<file path="src/rtl/recip_mult_norm.sv">
// recip_mult_norm: iterative shift-add mantissa multiply with hidden-one normalization
// Ports: clk/rst (sync, active-high); i_in_valid/o_in_ready operand handshake;
//   i_a_mant, i_recip Q1.(W-1) operands; o_out_valid/i_out_ready result handshake;
//   o_out_mant Q1.(W-1) result, o_out_exp_adj exponent decrement flag, o_out_zero zero product.
// Optional: define RECIP_MULT_ROUND_EN for round half-up on the guard bit (default truncates).
module recip_mult_norm #(
  parameter int MANT_WIDTH = 8
) (
  input  logic                  clk,
  input  logic                  rst,
  input  logic                  i_in_valid,
  output logic                  o_in_ready,
  input  logic [MANT_WIDTH-1:0] i_a_mant,
  input  logic [MANT_WIDTH-1:0] i_recip,
  output logic                  o_out_valid,
  input  logic                  i_out_ready,
  output logic [MANT_WIDTH-1:0] o_out_mant,
  output logic                  o_out_exp_adj,
  output logic                  o_out_zero
);
  localparam int W  = MANT_WIDTH;
  localparam int CW = $clog2(W + 1);
  typedef enum logic [1:0] {IDLE, MUL, NORM, DONE} state_t;
  state_t         r_state;
  logic [2*W-1:0] r_a;
  logic [W-1:0]   r_b;
  logic [2*W-1:0] r_acc;
  logic [CW-1:0]  r_cnt;
  logic           r_valid;
  logic [W-1:0]   r_mant;
  logic           r_adj;
  logic           r_zero;
  logic           w_zero;
  logic           w_top;
  logic [W-1:0]   w_trunc;
  logic [W-1:0]   w_mant;
  logic           w_adj;
`ifdef RECIP_MULT_ROUND_EN
  logic           w_guard;
  logic [W:0]     w_rnd;
`endif
  // Product is below 2.0, so bit 2W-2 is the integer one; otherwise shift left by one.
  always_comb begin
    w_zero  = ~|r_acc;
    w_top   = r_acc[2*W-2];
    w_trunc = w_top ? r_acc[2*W-2 -: W] : r_acc[2*W-3 -: W];
`ifdef RECIP_MULT_ROUND_EN
    w_guard = w_top ? r_acc[W-2] : r_acc[W-3];
    w_rnd   = {1'b0, w_trunc} + {{W{1'b0}}, w_guard};
    // Carry out of an all-ones mantissa renormalizes to 1.0 and cancels the decrement.
    w_mant  = w_rnd[W] ? {1'b1, {(W-1){1'b0}}} : w_rnd[W-1:0];
    w_adj   = ~w_top & ~w_rnd[W];
`else
    w_mant  = w_trunc;
    w_adj   = ~w_top;
`endif
  end
  always_ff @(posedge clk) begin
    if (rst) begin
      r_state <= IDLE;
      r_a     <= '0;
      r_b     <= '0;
      r_acc   <= '0;
      r_cnt   <= '0;
      r_valid <= 1'b0;
      r_mant  <= '0;
      r_adj   <= 1'b0;
      r_zero  <= 1'b0;
    end else begin
      case (r_state)
        IDLE: if (i_in_valid) begin
          r_a     <= {{W{1'b0}}, i_a_mant};
          r_b     <= i_recip;
          r_acc   <= '0;
          r_cnt   <= CW'(W);
          r_state <= MUL;
        end
        MUL: begin
          if (r_b[0]) r_acc <= r_acc + r_a;
          r_a   <= r_a << 1;
          r_b   <= r_b >> 1;
          r_cnt <= r_cnt - 1'b1;
          if (r_cnt == CW'(1)) r_state <= NORM;
        end
        NORM: begin
          r_mant  <= w_zero ? '0 : w_mant;
          r_adj   <= ~w_zero & w_adj;
          r_zero  <= w_zero;
          r_valid <= 1'b1;
          r_state <= DONE;
        end
        default: if (i_out_ready) begin
          r_valid <= 1'b0;
          r_state <= IDLE;
        end
      endcase
    end
  end
  assign o_in_ready    = (r_state == IDLE);
  assign o_out_valid   = r_valid;
  assign o_out_mant    = r_mant;
  assign o_out_exp_adj = r_adj;
  assign o_out_zero    = r_zero;
endmodule
</file>
<file path="config.mk">
export PLATFORM = sky130hd
export DESIGN_NAME = recip_mult_norm
export DESIGN_NICKNAME = d
export VERILOG_FILES = /design/src/rtl/recip_mult_norm.sv
export SDC_FILE = /design/constraint.sdc
export NUM_CORES = 1
export LEC_CHECK = 0
export CAP_MARGIN = 0
export CELL_PAD_IN_SITES_DETAIL_PLACEMENT = 1
export CELL_PAD_IN_SITES_GLOBAL_PLACEMENT = 2
export CORE_MARGIN = 8
export CORE_UTILIZATION = 37
export DETAILED_ROUTE_END_ITERATION = 8
export PLACE_DENSITY = 0.91
export SYNTH_ARGS = -nofsm -noshare
export SYNTH_HDL_FRONTEND = slang
export SYNTH_SLANG_ARGS = --single-unit
</file>
<file path="constraint.sdc">
create_clock -name clk -period 4.5 [get_ports clk]
set_clock_uncertainty 0.2 [all_clocks]
set_input_delay 0.45 -clock clk [delete_from_list [all_inputs] [get_ports clk]]
set_output_delay 0.45 -clock clk [all_outputs]
set_load 0.01 [all_outputs]
</file>
==> impl_metrics.ini <==
[clock_tree]
cts_setup_buffers = 0
path_clk_slew_ns = 0.06
cts.htree.levels = 3
clkLatencyLatePin_ns = 0.34
hold_buffers = 0
clock_path_buffers = 2
cts_made_buffers = 9
ctsResizeCount = 0
cts_root_buf = clkbuf_8
cts_tree = done
clock-sinks = 57

[logic_synthesis]
synth_nets = 399
syn_avg_cell_area_um2 = 8.74
seq_area_frac_synth = 0.365
ys_ff_latch = 57
synth_cells = 358
synth_edf_count = 0
synth_flop_cell = dfxtp_1
synth.cell_area_mm2 = 0.00313
synth_cell_types = 55
synth-warning-count = 0
yosys-top-cells-area = dfxtp_1 36%, ha_1 8.0%, nor2_1 5.9%
yosysTopAreaCell = dfxtp_1
synth_top_area_frac = 0.365
synthArstFlopShare = 0

[place]
dp.cells = 476
dpl_worst_slack_ns = 1.47
post_dp_cell_area_mm2 = 0.00349
place_congestion = 0.835
port_buffers = 31
hpwl_um = 6170

[die]
die_area_mm2 = 0.0117
ios = 32
start_util = 0.381
core_region_area_mm2 = 0.00822
rows = 33
die_y_um = 108
die_w_um = 108

[grt]
grt_usage = 0.156
antenna_found_initial = 0
grt_pass1_wl_um = 14500
first_global_vias = 2822
grt_overflow = 0
grt_max_degree = 53

[pwr]
vdd_ir_drop_max_mv = 0.157
p_int_mw = 1.13
finalPower_mw = 1.82
leakagePower_nw = 1.39
power.density_mw_per_mm2 = 497
seq_power_share = 0.371
clockPowerShare = 0.257
comb_power_share = 0.373
switching_power_mw = 0.697
switching_share = 0.382

[timing]
worstMarginPinSlew_ns = 1.02
rsz0062_at_grt = false
maxSlewHeadroom = 0.322
finalCriticalPeriod_ns = 3.00
holdWs_ns = 0.269
slew_viol_final = 0
finalHoldViolCount = 0
finalSetupViolations = 0
period_share = 0.666
fmax_mhz = 333
worst_slack_ns = 1.50
final.setup.tns_ns = 0

[finish]
final_common_cell = dfxtp_1
fin_cells = 492
fin_nets = 423
drive_gt1_frac = 0.0930
design_area_mm2 = 0.00367
layout_common_cells = 57 x dfxtp_1, 49 x nor2_1, 30 x clkdlybuf4s50_1
n_fill_cell = 985
diodes = 0
areaGrowthSynthToFinish_pct = 17.4
post-route-util = 0.447

[setup_path]
critical_path_class = reg2reg
end_kind = flip-flop
r2r_start = r_state[1]$_SDFFE_PP0P_
cp_max_fo = 32
startpoint_type = flip-flop
r2r-end = r_acc[2]$_SDFFE_PP0P_
r2r_slack_ns = 1.50
cp.required_ns = 4.55
reg2regPathDepth = 7
worstPathArrival_ns = 3.05

[route]
via_count = 2785
first_iter_violations = 113
postRouteAntennaNets = 0
wl_per_cell_um = 17.3
wirelength_um = 8510
firstDrtPassIters = 4
via_per_inst = 5.66
drc = 0

[flow_run]
drv_cap = 0

[hold_path]
holdPathStages = 2
worstHoldPathType = reg2reg
hp-start = r_b[7]$_SDFFE_PP0P_
holdPathEnd = r_b[7]$_SDFFE_PP0P_

[status]
outcome = complete, no violations
-- cell type report --
type / count / area [µm²] / area share
Clock inverter: 5 / 56.3 / 0.0153
Timing Repair Buffer: 33 / 320 / 0.0872
Multi-Input combinational cell: 271 / 1860 / 0.505
Clock buffer: 11 / 131 / 0.0358
Sequential cell: 57 / 1140 / 0.311
Inverter: 10 / 37.5 / 0.0102
Tap cell: 105 / 131 / 0.0358
-- worst max-delay path, cell delays in order, from the launching register on --
cell,delay (ns)
dfxtp_1,0.31
inv_1,0.09
ha_1,0.16
buf_4,0.32
mux2_2,0.62
o21ai_1,0.43
or4_1,0.60
a21oi_1,0.16
-- flip-flops by register name, indices dropped and copies added, names as in the netlist --
register,flops
r_cnt,4
o_out_mant,8
o_out_exp_adj,1
o_out_zero,1
r_a,16
r_b,8
r_acc,16
r_state,2
o_out_valid,1
-- kinds of logic (layout without fill, tap and decap cells) --
kind of cell	Yosys count	after routing	synth area share
xor gates and xnor gates	4	4	0.0112
and+or+nand+nor	112	112	0.167
AOI/OAI and AO/OA	111	111	0.252
DFF	57	57	0.365
muxes	23	23	0.0764
buffers and inverters	30	59	0.0424
adders and majority gates	21	21	0.0864
-- power by group through the flow --
stage                     sequential [mW]  combinational (mW)  clock [mW]
after floorplan                     0.666               0.511           0
after global placement              0.681               0.654           0
after detailed placement            0.688               0.683           0
after CTS                           0.677               0.688       0.480
after global routing                0.690               0.763       0.503
final                               0.676               0.680       0.468
-- worst max path at each step --
stage	startpoint	endpoint	slack, ns	cells after the start
after global placement	i_in_valid	r_acc[11]$_SDFFE_PP0P_	1.61	6
final	r_state[1]$_SDFFE_PP0P_	r_acc[2]$_SDFFE_PP0P_	1.50	7
after floorplan	r_acc[7]$_SDFFE_PP0P_	r_acc[14]$_SDFFE_PP0P_	2.06	7
after detailed placement	r_state[1]$_SDFFE_PP0P_	r_acc[2]$_SDFFE_PP0P_	1.47	7
after CTS	r_state[1]$_SDFFE_PP0P_	r_acc[2]$_SDFFE_PP0P_	1.44	7
after global routing	r_state[1]$_SDFFE_PP0P_	r_acc[2]$_SDFFE_PP0P_	1.25	7
-- cells in the mapped netlist (all sizes together), types with 2 or more instances --
cell     count
or2          2
a211oi      18
mux2         7
o211ai       4
nor3         3
o31a         2
a41oi        2
a32oi        3
a22oi       19
xor2         2
and3         2
a21oi       20
nor2b        4
mux2i       16
nand2       23
nor2        49
nand2b       4
nor4         5
o21ai       15
inv         10
o21a         3
or3          5
nand3        6
buf          3
clkbuf      17
o2111ai      2
a21o         7
ha          20
a221o        2
a32o         4
xnor2        2
and2         4
dfxtp       57
-- routing by layer --
metal  up-vias  GRT usage  part of all wire
li1       1377          -                 -
met1      1360      0.205              0.49
met2        34      0.240              0.46
met3        14     0.0286             0.031
met4         0     0.0803             0.020
met5         -          0                 0
No activity file was read; power rests on OpenSTA's default activity.
